## config.mk

```make
export PLATFORM = sky130hd
export DESIGN_NAME = mac_result_reader_flat
export DESIGN_NICKNAME = d
export VERILOG_FILES = /design/src/rtl/mac_pkg.sv /design/src/rtl/mac_result_reader_if.sv /design/src/rtl/mac_result_reader_pair_fifo.sv /design/src/rtl/mac_result_reader.sv /design/src/flat_wrapper.sv
export SDC_FILE = /design/constraint.sdc
export NUM_CORES = 1
export LEC_CHECK = 0
export CORE_MARGIN = 2
export CORE_UTILIZATION = 56
export DETAILED_ROUTE_END_ITERATION = 16
export PLACE_DENSITY = 0.94
export SLEW_MARGIN = 20
export SYNTH_ARGS = -nofsm -noshare
export SYNTH_HDL_FRONTEND = slang
export SYNTH_SLANG_ARGS = --single-unit
```

## constraint.sdc

```tcl
create_clock -name clk -period 3.94 [get_ports clk]
set_input_delay 0.591 -clock clk [delete_from_list [all_inputs] [get_ports clk]]
set_output_delay 0.591 -clock clk [all_outputs]
set_load 0.01 [all_outputs]
```

## src/rtl/mac_pkg.sv

```systemverilog
// Shared MAC result-RAM geometry and the result-reader state encoding.
// Used by the MAC array, the result RAM and the reader, so all three agree on widths.
package mac_pkg;
  localparam int RES_W      = 19;
  localparam int RES_ADDR_W = 6;
  localparam int RES_DEPTH  = 64;

  typedef enum logic [1:0] {
    IDLE,
    READ,
    DRAIN
  } rd_state_t;
endpackage

```

## src/rtl/mac_result_reader_if.sv

```systemverilog
// Valid/ready word stream from the result reader toward host egress.
// Master drives data/valid/last; slave drives ready.
interface mac_result_reader_if import mac_pkg::*; #(parameter int DW = RES_W) ();
  logic [DW-1:0] data;
  logic          valid;
  logic          ready;
  logic          last;

  modport master (output data, output valid, output last, input ready);
  modport slave  (input data, input valid, input last, output ready);
endinterface

```

## src/rtl/mac_result_reader_pair_fifo.sv

```systemverilog
// Sync FIFO, two-word push / one-word pop, first-word fall-through output.
// Zero-latency read of the head; the writer must hold credit so a push never overflows.
module pair_fifo #(
  parameter int DW    = 19,
  parameter int DEPTH = 4
) (
  input  logic                     clk,
  input  logic                     reset,
  input  logic                     push,
  input  logic [DW-1:0]            din1,
  input  logic [DW-1:0]            din2,
  input  logic                     pop,
  output logic [DW-1:0]            dout,
  output logic [$clog2(DEPTH):0]   count
);
  localparam int PW = $clog2(DEPTH);
  localparam int CW = PW + 1;

  logic [DW-1:0] mem [DEPTH];
  logic [PW-1:0] wr_ptr;
  logic [PW-1:0] rd_ptr;
  logic          do_pop;

  assign do_pop = pop && (count != '0);
  assign dout   = mem[rd_ptr];

  always_ff @(posedge clk) begin
    if (reset) begin
      wr_ptr <= '0;
      rd_ptr <= '0;
      count  <= '0;
      for (int i = 0; i < DEPTH; i++) mem[i] <= '0;
    end else begin
      // din1 lands first so the even word leaves ahead of its odd partner
      if (push) begin
        mem[wr_ptr]          <= din1;
        mem[wr_ptr + PW'(1)] <= din2;
        wr_ptr               <= wr_ptr + PW'(2);
      end
      if (do_pop) rd_ptr <= rd_ptr + PW'(1);
      count <= count + (push ? CW'(2) : CW'(0)) - (do_pop ? CW'(1) : CW'(0));
    end
  end
endmodule

```

## src/rtl/mac_result_reader.sv

```systemverilog
// Drains the MAC result RAM as address pairs into a small FIFO and streams words 0..DEPTH-1.
// Start-to-first-valid is 3 cycles; credit on FIFO space stops issuing so m_ready stalls never drop data.
module mac_result_reader
  import mac_pkg::*;
#(
  parameter int DW         = RES_W,
  parameter int ADDR_W     = RES_ADDR_W,
  parameter int DEPTH      = RES_DEPTH,
  parameter int FIFO_DEPTH = 4
) (
  input  logic                clk,
  input  logic                reset,
  input  logic                start,
  output logic                busy,
  output logic                done,
  output logic [ADDR_W-1:0]   ram_addr1,
  output logic [ADDR_W-1:0]   ram_addr2,
  input  logic [DW-1:0]       ram_dout1,
  input  logic [DW-1:0]       ram_dout2,
  mac_result_reader_if.master m,
  output logic [ADDR_W:0]     word_count
);
  localparam int FCW = $clog2(FIFO_DEPTH) + 1;
  localparam int KW  = ADDR_W - 1;
  localparam logic [KW-1:0]   LAST_PAIR = KW'(DEPTH / 2 - 1);
  localparam logic [ADDR_W:0] WC_MAX    = (ADDR_W + 1)'(DEPTH);
  localparam logic [ADDR_W:0] WC_LAST   = (ADDR_W + 1)'(DEPTH - 1);

  rd_state_t        state;
  logic [KW-1:0]    pair_k;
  logic             inflight;
  logic [FCW-1:0]   fifo_count;
  logic [FCW:0]     reserved;
  logic [DW-1:0]    fifo_dout;
  logic             issue;
  logic             pop;

  assign ram_addr1 = {pair_k, 1'b0};
  assign ram_addr2 = {pair_k, 1'b1};

  // Words already queued plus the pair still coming back from the RAM
  assign reserved = {1'b0, fifo_count} + (inflight ? (FCW + 1)'(2) : (FCW + 1)'(0));
  assign issue    = (state == READ) && (reserved <= (FCW + 1)'(FIFO_DEPTH - 2));

  assign m.data  = fifo_dout;
  assign m.valid = (fifo_count != '0);
  assign m.last  = m.valid && (word_count == WC_LAST);
  assign pop     = m.valid && m.ready;

  pair_fifo #(
    .DW    (DW),
    .DEPTH (FIFO_DEPTH)
  ) u_fifo (
    .clk   (clk),
    .reset (reset),
    .push  (inflight),
    .din1  (ram_dout1),
    .din2  (ram_dout2),
    .pop   (pop),
    .dout  (fifo_dout),
    .count (fifo_count)
  );

  always_ff @(posedge clk) begin
    if (reset) begin
      state      <= IDLE;
      busy       <= 1'b0;
      done       <= 1'b0;
      pair_k     <= '0;
      inflight   <= 1'b0;
      word_count <= '0;
    end else begin
      inflight <= issue;
      if (pop && (word_count != WC_MAX)) word_count <= word_count + (ADDR_W + 1)'(1);
      case (state)
        IDLE: begin
          if (start) begin
            state      <= READ;
            busy       <= 1'b1;
            pair_k     <= '0;
            word_count <= '0;
          end
        end
        READ: begin
          if (issue) begin
            if (pair_k == LAST_PAIR) state <= DRAIN;
            else                     pair_k <= pair_k + KW'(1);
          end
        end
        DRAIN: begin
          // done is held for one cycle with busy still high, then we release
          if (done) begin
            done  <= 1'b0;
            busy  <= 1'b0;
            state <= IDLE;
          end else if (pop && m.last) begin
            done <= 1'b1;
          end
        end
        default: state <= IDLE;
      endcase
    end
  end
endmodule

```

## src/flat_wrapper.sv

```systemverilog
// flat-port wrapper written by rule: the top's interface ports become plain ports
module mac_result_reader_flat import mac_pkg::*;
#(
  parameter int DW         = RES_W,
  parameter int ADDR_W     = RES_ADDR_W,
  parameter int DEPTH      = RES_DEPTH,
  parameter int FIFO_DEPTH = 4
)
  (clk, reset, start, busy, done, ram_addr1, ram_addr2, ram_dout1, ram_dout2, word_count, m_data, m_valid, m_last, m_ready);
  mac_result_reader_if #(.DW(DW)) m_i ();
  input  logic clk;
  input  logic reset;
  input  logic start;
  output logic busy;
  output logic done;
  output logic [ADDR_W-1:0] ram_addr1;
  output logic [ADDR_W-1:0] ram_addr2;
  input  logic [DW-1:0] ram_dout1;
  input  logic [DW-1:0] ram_dout2;
  output logic [ADDR_W:0] word_count;
  output wire logic [$bits(m_i.data)-1:0] m_data;
  output wire logic [$bits(m_i.valid)-1:0] m_valid;
  output wire logic [$bits(m_i.last)-1:0] m_last;
  input wire logic [$bits(m_i.ready)-1:0] m_ready;
  assign m_data = m_i.data;
  assign m_valid = m_i.valid;
  assign m_last = m_i.last;
  assign m_i.ready = m_ready;
  mac_result_reader #(.DW(DW), .ADDR_W(ADDR_W), .DEPTH(DEPTH), .FIFO_DEPTH(FIFO_DEPTH)) u_core (.clk(clk), .reset(reset), .start(start), .busy(busy), .done(done), .ram_addr1(ram_addr1), .ram_addr2(ram_addr2), .ram_dout1(ram_dout1), .ram_dout2(ram_dout2), .m(m_i), .word_count(word_count));
endmodule
```

==> results of run 1 <==
[final cells by class]
type	count	area share [%]
inverters	13	0.860
clock inverters	7	1.70
multi-input cells	195	29.1
clock buffers	9	2.18
flip-flops and latches	101	49.1
repair buffers	85	14.8
well taps	102	2.25
[registers in the layout (all words and copies together) (netlist names), named ones only]
signal	count
u_core.u_fifo.mem	76
u_core.state	2
u_core.u_fifo.rd_ptr	2
u_core.pair_k	5
u_core.u_fifo.count	3
u_core.busy	1
u_core.u_fifo.wr_ptr	1
u_core.done	1
u_core.inflight	1
u_core.word_count	7
[routing by layer]
layer / vias up / track usage, % / routed length (um)
li1: 1372 / - / -
met3: 10 / 4.98 / 570
met4: 0 / 7.61 / 116
met5: - / 0 / 0
met2: 108 / 39.5 / 5050
met1: 1464 / 25.6 / 3480
[path summary, 6_finish.rpt]
kind	to	from	cells past startpoint	slack, ns
worst max register to register	u_core.u_fifo.mem[2][6]$_SDFFCE_PN0P_	u_core.u_fifo.wr_ptr[1]$_SDFFE_PP0P_	4	1.63
worst max-delay path	m_last	u_core.word_count[1]$_SDFF_PP0_	4	0.95
worst min register to register	u_core.busy$_SDFFE_PP0P_	u_core.busy$_SDFFE_PP0P_	2	0.51
worst min-delay path	u_core.busy$_SDFFE_PP0P_	u_core.busy$_SDFFE_PP0P_	2	0.51
[power groups by stage]
stage	sequential (W)	combinational (W)	clock, W
finish	0.00134	0.000735	0.000720
CTS	0.00135	0.000743	0.000722
detailed placement	0.00137	0.000741	0
global placement	0.00136	0.000715	0
global route	0.00136	0.000793	0.000769
floorplan	0.00132	0.000454	0
[cells in the final DEF (no fill, tap or decap), drive strengths merged, types with 2 or more instances in the layout]
cell / n
clkbuf: 9
o21ai: 9
a21oi: 13
or3: 4
and3: 2
xor2: 3
or4: 4
nand2: 4
nand3: 8
mux2i: 2
o211ai: 3
clkinv: 2
and2: 58
o31ai: 5
a21o: 19
clkdlybuf4s50: 81
nor2b: 3
inv: 15
bufinv: 2
mux4: 19
or3b: 2
nand4b: 3
edfxtp: 76
ha: 8
buf: 4
conb: 2
nor4b: 2
dfxtp: 25
nor2: 9
nor3: 2
[synthesized netlist by cell type (2+ instances only)]
cell type | number | area (um2)
sky130_fd_sc_hd__and3_1 | 2 | 12.5
sky130_fd_sc_hd__or4_1 | 3 | 22.5
sky130_fd_sc_hd__nor3_1 | 2 | 10.0
sky130_fd_sc_hd__edfxtp_1 | 76 | 2280
sky130_fd_sc_hd__nor2_1 | 9 | 33.8
sky130_fd_sc_hd__dfxtp_1 | 25 | 500
sky130_fd_sc_hd__conb_1 | 2 | 7.51
sky130_fd_sc_hd__nand2_1 | 4 | 15.0
sky130_fd_sc_hd__o211ai_1 | 3 | 22.5
sky130_fd_sc_hd__clkbuf_1 | 14 | 52.6
sky130_fd_sc_hd__buf_2 | 4 | 20.0
sky130_fd_sc_hd__ha_1 | 8 | 100
sky130_fd_sc_hd__nor4b_1 | 2 | 17.5
sky130_fd_sc_hd__o21ai_0 | 9 | 45.0
sky130_fd_sc_hd__and2_1 | 58 | 363
sky130_fd_sc_hd__nor2b_1 | 3 | 18.8
sky130_fd_sc_hd__inv_1 | 13 | 48.8
sky130_fd_sc_hd__nand3_1 | 8 | 40.0
sky130_fd_sc_hd__o31ai_1 | 5 | 37.5
sky130_fd_sc_hd__or3_1 | 4 | 25.0
sky130_fd_sc_hd__xor2_1 | 3 | 26.3
sky130_fd_sc_hd__buf_4 | 8 | 60.1
sky130_fd_sc_hd__nand4b_1 | 3 | 26.3
sky130_fd_sc_hd__mux4_2 | 19 | 428
sky130_fd_sc_hd__a21oi_1 | 12 | 60.1
sky130_fd_sc_hd__a21o_1 | 19 | 143
sky130_fd_sc_hd__mux2i_1 | 2 | 20.0
[per-stage QoR]
stage	setup WS, ns	power [W]	instances	utilization [%]
finish	0.955	0.00280	512	72.6
global route	0.821	0.00292	512	72.6
CTS	0.911	0.00281	512	72.4
detailed placement	0.964	0.00211	496	69.5
global placement	1.07	0.00207	496	69.5
floorplan	1.67	0.00177	335	-
[critical path, cell delays in order (launching register included)]
cell,delay [ns]
sky130_fd_sc_hd__dfxtp_1,0.47
sky130_fd_sc_hd__ha_1,0.22
sky130_fd_sc_hd__nand3_1,0.15
sky130_fd_sc_hd__nor4b_1,0.54
sky130_fd_sc_hd__clkdlybuf4s50_1,0.64
[logic make-up after synthesis]
family                   after synthesis
AND/OR/NAND/NOR                      104
flip-flops                           101
AO/OA/AOI/OAI                         56
buffers and inverters                 39
multiplexers                          21
adder cells (fa/ha/maj)                8
XOR/XNOR                               4
other                                  2
==> parameters.txt, run 1 <==
Parameter                              Value

Power and ir drop
  Cell area power density ... 493 nW/um2
  Net switching component of the power ... 0.000770 W
  Static Leak ... 2.17 nW
  Sequential share of power ... 48.0%
  Fraction of power spent switching nets ... 27.5%
  Peak ir drop on the vdd network ... 276 uV
  Combinational fraction of design power ... 26.3%
  Clk pwr share ... 25.7%
  Cell internal power dissipation ... 0.00203 W

Run status
  Outcome ... finished, final reports clean

Global routing
  Total global routing overflow ... 0
  Number of antenna violations at the first check in global routing ... 0
  Vias in the first global route ... just under 3,000
  Global-route wire length before repair ... roughly 14,000 um
  Overall global routing resource usage ... between 20 and 25%
  Maximum number of pins on one net before global-route repair ... 21

STA
  Final TNS setup ... 0 ns
  Fraction of the cycle the final worst path needs ... 75.8%
  Unrepaired setup endpoints after global routing ... no
  Clock period minus worst slack ... 2.99 ns
  Hold Slack ... 0.514 ns
  Number of endpoints failing setup at the final stage ... 0
  Slew at the pin closest to its max-slew limit ... 1.10 ns
  Max transition margin ... ~27%
  Count of final hold-check violations ... 0
  Worst setup skew after layout ... 0.0104 ns
  Final Max Tran Viols ... 0
  Upper clock frequency limit ... 0.335 GHz

Final layout
  Area occupied by multi-input gates ... 1650 um2
  Proportion of layout cells with a drive suffix above 1 ... 11.5%
  Fin nets ... 455
  Number of diodes ... 0
  Synthesis-to-layout area growth ... 24.2%
  Sequential cell area ... 2780 um2
  Fill cell instance count of the final layout ... 507
  Post-route standard cell area excluding fillers ... between 5000 and 6000 um2

Synth
  Avg Inst Size Synth ... 13.6 um2
  Ys Warns ... 0
  Multiplexer share of the synthesized area ... 9.81%
  Most frequently used flop master after synthesis ... sky130_fd_sc_hd__edfxtp_1
  Adder-Cell Fraction of Synth Area ... under 10%
  Count of flip-flops with a built-in enable after synthesis ... 76
  Largest family of logic cells by synthesized area ... simple AND/OR/NAND/NOR gates
  Number of nets in the synthesized netlist ... a little under 400
  Fraction of the mapped netlist area in compound gates ... 8.24%
  Cells after synthesis ... 335
  Cell variety after synth ... 42
  Parity-gate share of the synthesized area counting xor and xnor cells ... less than 1%
  Area fraction in and, or, nand and nor cells after synthesis ... around 14%
  Ys async rst share ... 0%
  Total of flip-flops plus latches after synthesis ... 101
  Cell area after synthesis ... 4570 um2
  Fraction of the yosys area taken by sequential cells ... around three fifths

Drt
  Per-cell routed wire length ... 18.0 um
  Number of nets with antenna violations after routing ... 0
  Wire length after detailed routing ... 9220 um
  Iteration count of the initial detailed-routing pass ... 4
  Remaining design rule violation count ... 0
  Drt via density ... 5.77
  Total vias in the final route ... 2,954
  Number of DRC violations after detailed-routing iteration 0 ... 132

Die
  X dimension of the die ... about 94 um
  Overall die area ... slightly below 9000 um2
  Starting utilization of the core area ... 58.5%
  Core area ... 7810 um2
  IO Pins ... 84
  Die Y ... 94.3 um
  Std cell rows ... 32

Clock network
  H-tree depth ... 3
  Cts bufs inserted ... 9
  Number of clock sinks ... 101
  Clock-pin slew on the worst setup and hold paths ... 0.10 ns
  Post-CTS repair timing setup buffer count ... 0
  Number of resized instances in the post-cts repair step ... 0
  Clock Tree Root ... sky130_fd_sc_hd__clkbuf_8
  Clock latency on the worst-skew pair ... 0.37 ns
  Buffer depth of the longest clock path ... 2
  Hold buffer count at cts ... 0
  Clock tree from TritonCTS ... done

Worst setup path
  Highest fanout seen on the critical path ... 6
  Startpoint types ... flop
  Sort of element at the end of the critical path ... output pin
  Worst EP arrival ... 2.39 ns
  CP required ... 3.35 ns
  CP Class ... reg -> out

Place
  DP Wirelength ... 6470 um
  IO Port Bufs ... 81
  Final estimated routing congestion in global placement ... between 0.8 and 0.9
  Placed cell area ... between 5000 and 6000 um2

Worst hold path
  Classification of the worst-slack hold path ... reg -> reg

Flow run
  Max cap viols ... 0
(Power assumes the default switching activity.)
==> run 2: changes to the inputs <==
--- a/config.mk
+++ b/config.mk
@@ -6,9 +6,9 @@
 export NUM_CORES = 1
 export LEC_CHECK = 0
 export CORE_MARGIN = 2
-export CORE_UTILIZATION = 56
+export CORE_UTILIZATION = 52
 export DETAILED_ROUTE_END_ITERATION = 16
-export PLACE_DENSITY = 0.94
+export PLACE_DENSITY = 0.88
 export SLEW_MARGIN = 20
 export SYNTH_ARGS = -nofsm -noshare
 export SYNTH_HDL_FRONTEND = slang
==> constraint.sdc (replaced) <==
create_clock -name clk -period 2.9 [get_ports clk]
set_input_delay 0.435 -clock clk [delete_from_list [all_inputs] [get_ports clk]]
set_output_delay 0.435 -clock clk [all_outputs]
set_load 0.01 [all_outputs]
==> parameters.txt, run 2 (synthesis results as in run 1) <==
Parameter                              Value

Run status
  Outcome ... finished, final reports clean

Clock network
  Buffer depth of the longest clock path ... 2 (unchanged)
  H-tree depth ... 3 (unchanged)
  Clock latency on the worst-skew pair ... 0.36 ns (about the same)
  Cts bufs inserted ... 9 (unchanged)
  Number of clock sinks ... 101 (unchanged)
  Number of resized instances in the post-cts repair step ... 0 (unchanged)
  Hold buffer count at cts ... 0 (unchanged)
  Clock-pin slew on the worst setup and hold paths ... 0.10 ns (about the same)
  Clock Tree Root ... sky130_fd_sc_hd__clkbuf_8
  Clock tree from TritonCTS ... done
  Post-CTS repair timing setup buffer count ... 0 (unchanged)

STA
  Slew at the pin closest to its max-slew limit ... 0.736 ns (-0.360 ns)
  Clock period minus worst slack ... about 2.7 ns
  Worst setup skew after layout ... 0.0136 ns (+0.00317 ns)
  Fraction of the cycle the final worst path needs ... 92.8%
  Unrepaired setup endpoints after global routing ... no
  Hold Slack ... 0.502 ns (-0.0123 ns)
  Upper clock frequency limit ... approximately 0.37 GHz
  Count of final hold-check violations ... 0 (unchanged)
  Max transition margin ... 50.8% (+24 points)
  Final Max Tran Viols ... 0 (unchanged)
  Final TNS setup ... 0 ns (unchanged)
  Number of endpoints failing setup at the final stage ... 0 (unchanged)

Worst setup path
  Reg-to-reg critical path startpoint ... u_core.pair_k[0]$_SDFFE_PP0P_
  Cells traversed along the worst timing path ... ha_1, nand3_1, nor4b_1, clkdlybuf4s50_1
  CP max stage delay ... 0.64 ns (about the same)
  Startpoint types ... flop
  Sort of element at the end of the critical path ... output pin
  Reg-to-reg slack, setup ... 0.69 ns (-0.94 ns)
  RR Endpoint ... u_core.pair_k[3]$_SDFFE_PP0P_
  Slowest-stage cell, CP ... sky130_fd_sc_hd__clkdlybuf4s50_1
  CP Class ... reg -> out
  CP required ... 2.47 ns (-0.88 ns)
  Worst EP arrival ... 2.26 ns (-0.13 ns)
  Depth of the worst register-to-register path ... 6 (+2)
  Highest fanout seen on the critical path ... 6 (unchanged)

Place
  Final estimated routing congestion in global placement ... 0.814 (+0.52%)
  Instance count after placement with tap cells included ... 503 (+1.4%)
  IO Port Bufs ... 81 (unchanged)
  DP Wirelength ... 6080 um (-6.0%)

Power and ir drop
  Peak ir drop on the vdd network ... 307 uV (+11%)
  Clk pwr share ... 22.2% (-3.5 points)
  Combinational fraction of design power ... 28.5% (+2.2 points)
  Total Power Consumption ... 0.00362 W (+29%)
  Net switching component of the power ... 0.00104 W (+35%)
  Cell internal power dissipation ... 0.00258 W (+27%)
  Fraction of power spent switching nets ... 28.8% (+1.3 points)
  Sequential share of power ... 49.3% (+1.3 points)
  Cell area power density ... 640 nW/um2 (+30%)
  Static Leak ... 2.15 nW (-0.97%)

Drt
  Remaining design rule violation count ... 0 (unchanged)
  Number of DRC violations after detailed-routing iteration 0 ... 117 (-11%)
  Iteration count of the initial detailed-routing pass ... 4 (unchanged)
  Wire length after detailed routing ... 9210 um (-0.21%)
  Per-cell routed wire length ... 17.7 um (-1.6%)
  Drt via density ... 5.59 (-3.1%)
  Number of nets with antenna violations after routing ... 0 (unchanged)
  Total vias in the final route ... 2,903 (-1.7%)

Die
  Die Y ... 97.7 um (+3.6%)
  IO Pins ... 84 (unchanged)
  Overall die area ... 9550 um2 (+7.4%)
  X dimension of the die ... 97.7 um (+3.6%)
  Std cell rows ... 34 (+6.3%)
  Core area ... 8640 um2 (+11%)
  Starting utilization of the core area ... 52.9% (-5.6 points)

Final layout
  Register with the highest flop count ... u_core.u_fifo.mem
  Max reg flops ... 76 (unchanged)
  Fin nets ... 456 (+0.22%)
  Non-filler cells in the finished layout ... 519 (+1.4%)
  Number of diodes ... 0 (unchanged)
  Most common cell after layout, fill and taps aside ... sky130_fd_sc_hd__clkdlybuf4s50_1
  Most used cells in the layout excluding fill and tap cells ... sky130_fd_sc_hd__clkdlybuf4s50_1, sky130_fd_sc_hd__edfxtp_1, sky130_fd_sc_hd__and2_1, sky130_fd_sc_hd__dfxtp_1
  Synthesis-to-layout area growth ... 23.7%
  Largest registers ranked by flip-flop count ... u_core.u_fifo.mem: 76 flops, u_core.word_count: 7 flops, u_core.pair_k: 5 flops
  Proportion of layout cells with a drive suffix above 1 ... 12.2% (+0.70 points)

Global routing
  Number of antenna violations at the first check in global routing ... 0 (unchanged)
  Maximum number of pins on one net before global-route repair ... 39 (+86%)
  Total global routing overflow ... 0 (unchanged)
  Global-route wire length before repair ... 14,800 um (+3.4%)
  Overall global routing resource usage ... 20.0% (-1.8 points)
  Vias in the first global route ... 3,044 (+4.5%)

Worst hold path
  Hold_sp ... u_core.busy$_SDFFE_PP0P_
  Classification of the worst-slack hold path ... reg -> reg
  Endpoint, Worst Hold ... u_core.busy$_SDFFE_PP0P_
  Hold-critical path depth ... 2 (unchanged)

Flow run
  Max cap viols ... 0 (unchanged)
run 2: cell count changes in the layout (fill, tap and decap cells not counted):
cell,previous run,this run
sky130_fd_sc_hd__inv_6,1,2
sky130_fd_sc_hd__o21ai_4,3,4
sky130_fd_sc_hd__clkinvlp_4,1,2
sky130_fd_sc_hd__o31ai_1,5,4
sky130_fd_sc_hd__clkinvlp_2,0,1
sky130_fd_sc_hd__clkinv_2,1,2
sky130_fd_sc_hd__o21ai_2,1,0
sky130_fd_sc_hd__o31ai_2,0,1
sky130_fd_sc_hd__clkinv_1,1,0
sky130_fd_sc_hd__buf_4,4,5
sky130_fd_sc_hd__inv_8,1,0
sky130_fd_sc_hd__bufinv_16,2,0
run 2: how the worst max path moves through the flow:
stage	slack, ns	endpoint	from	cells past startpoint
detailed placement	0.50	u_core.u_fifo.count[2]$_SDFF_PP0_	u_core.u_fifo.count[2]$_SDFF_PP0_	8
CTS	0.17	m_last	u_core.word_count[0]$_SDFF_PP0_	4
finish	0.21	m_last	u_core.word_count[0]$_SDFF_PP0_	4
floorplan	0.63	u_core.u_fifo.mem[0][0]$_SDFFCE_PN0P_	u_core.inflight$_SDFF_PP0_	2
global route	0.05	m_last	u_core.word_count[1]$_SDFF_PP0_	4
global placement	0.60	u_core.u_fifo.count[2]$_SDFF_PP0_	u_core.u_fifo.count[2]$_SDFF_PP0_	8
run 2: final cells by class:
cell class | count | area, um2
inverter | 13 | 48.8
timing repair buffer | 86 | 848
sequential | 101 | 2780
clock buffer | 9 | 124
multi-input combinational | 195 | 1660
tap | 108 | 135
clock inverter | 7 | 47.5
fill | 612 | 2990
run 2: power by group through the flow:
stage	sequential [W]	clock, W	combinational (W)
2_1_floorplan	0.00179	0	0.000616
3_3_place_gp	0.00180	0	0.00102
3_5_place_dp	0.00181	0	0.00105
4_1_cts	0.00178	0.000810	0.00105
5_1_grt	0.00180	0.000858	0.00112
6_report	0.00179	0.000802	0.00103
run 2: worst max-delay path: cells and delay by family (launching register included):
kind                     cells  cell delay [ns]
buffers and inverters        1             0.64
adder cells (fa/ha/maj)      1             0.20
flip-flops                   1             0.43
AND/OR/NAND/NOR              2             0.64
run 2: metrics by stage:
stage,cell area (um2),util (%),setup WS [ns]
CTS,5650,65.4,0.170
finish,5650,65.4,0.208
global placement,5440,63.0,0.603
floorplan,4570,-,0.635
detailed placement,5470,63.4,0.504
global route,5650,65.4,0.0524
run 2: layer usage:
| metal | global-route usage (%) | share of wire (%) | up-vias |
|---|---|---|---|
| li1 | - | - | 1379 |
| met1 | 23.8 | 40 | 1432 |
| met2 | 35.8 | 53 | 77 |
| met3 | 3.45 | 4.0 | 15 |
| met4 | 8.65 | 2.4 | 0 |
| met5 | 0 | 0 | - |
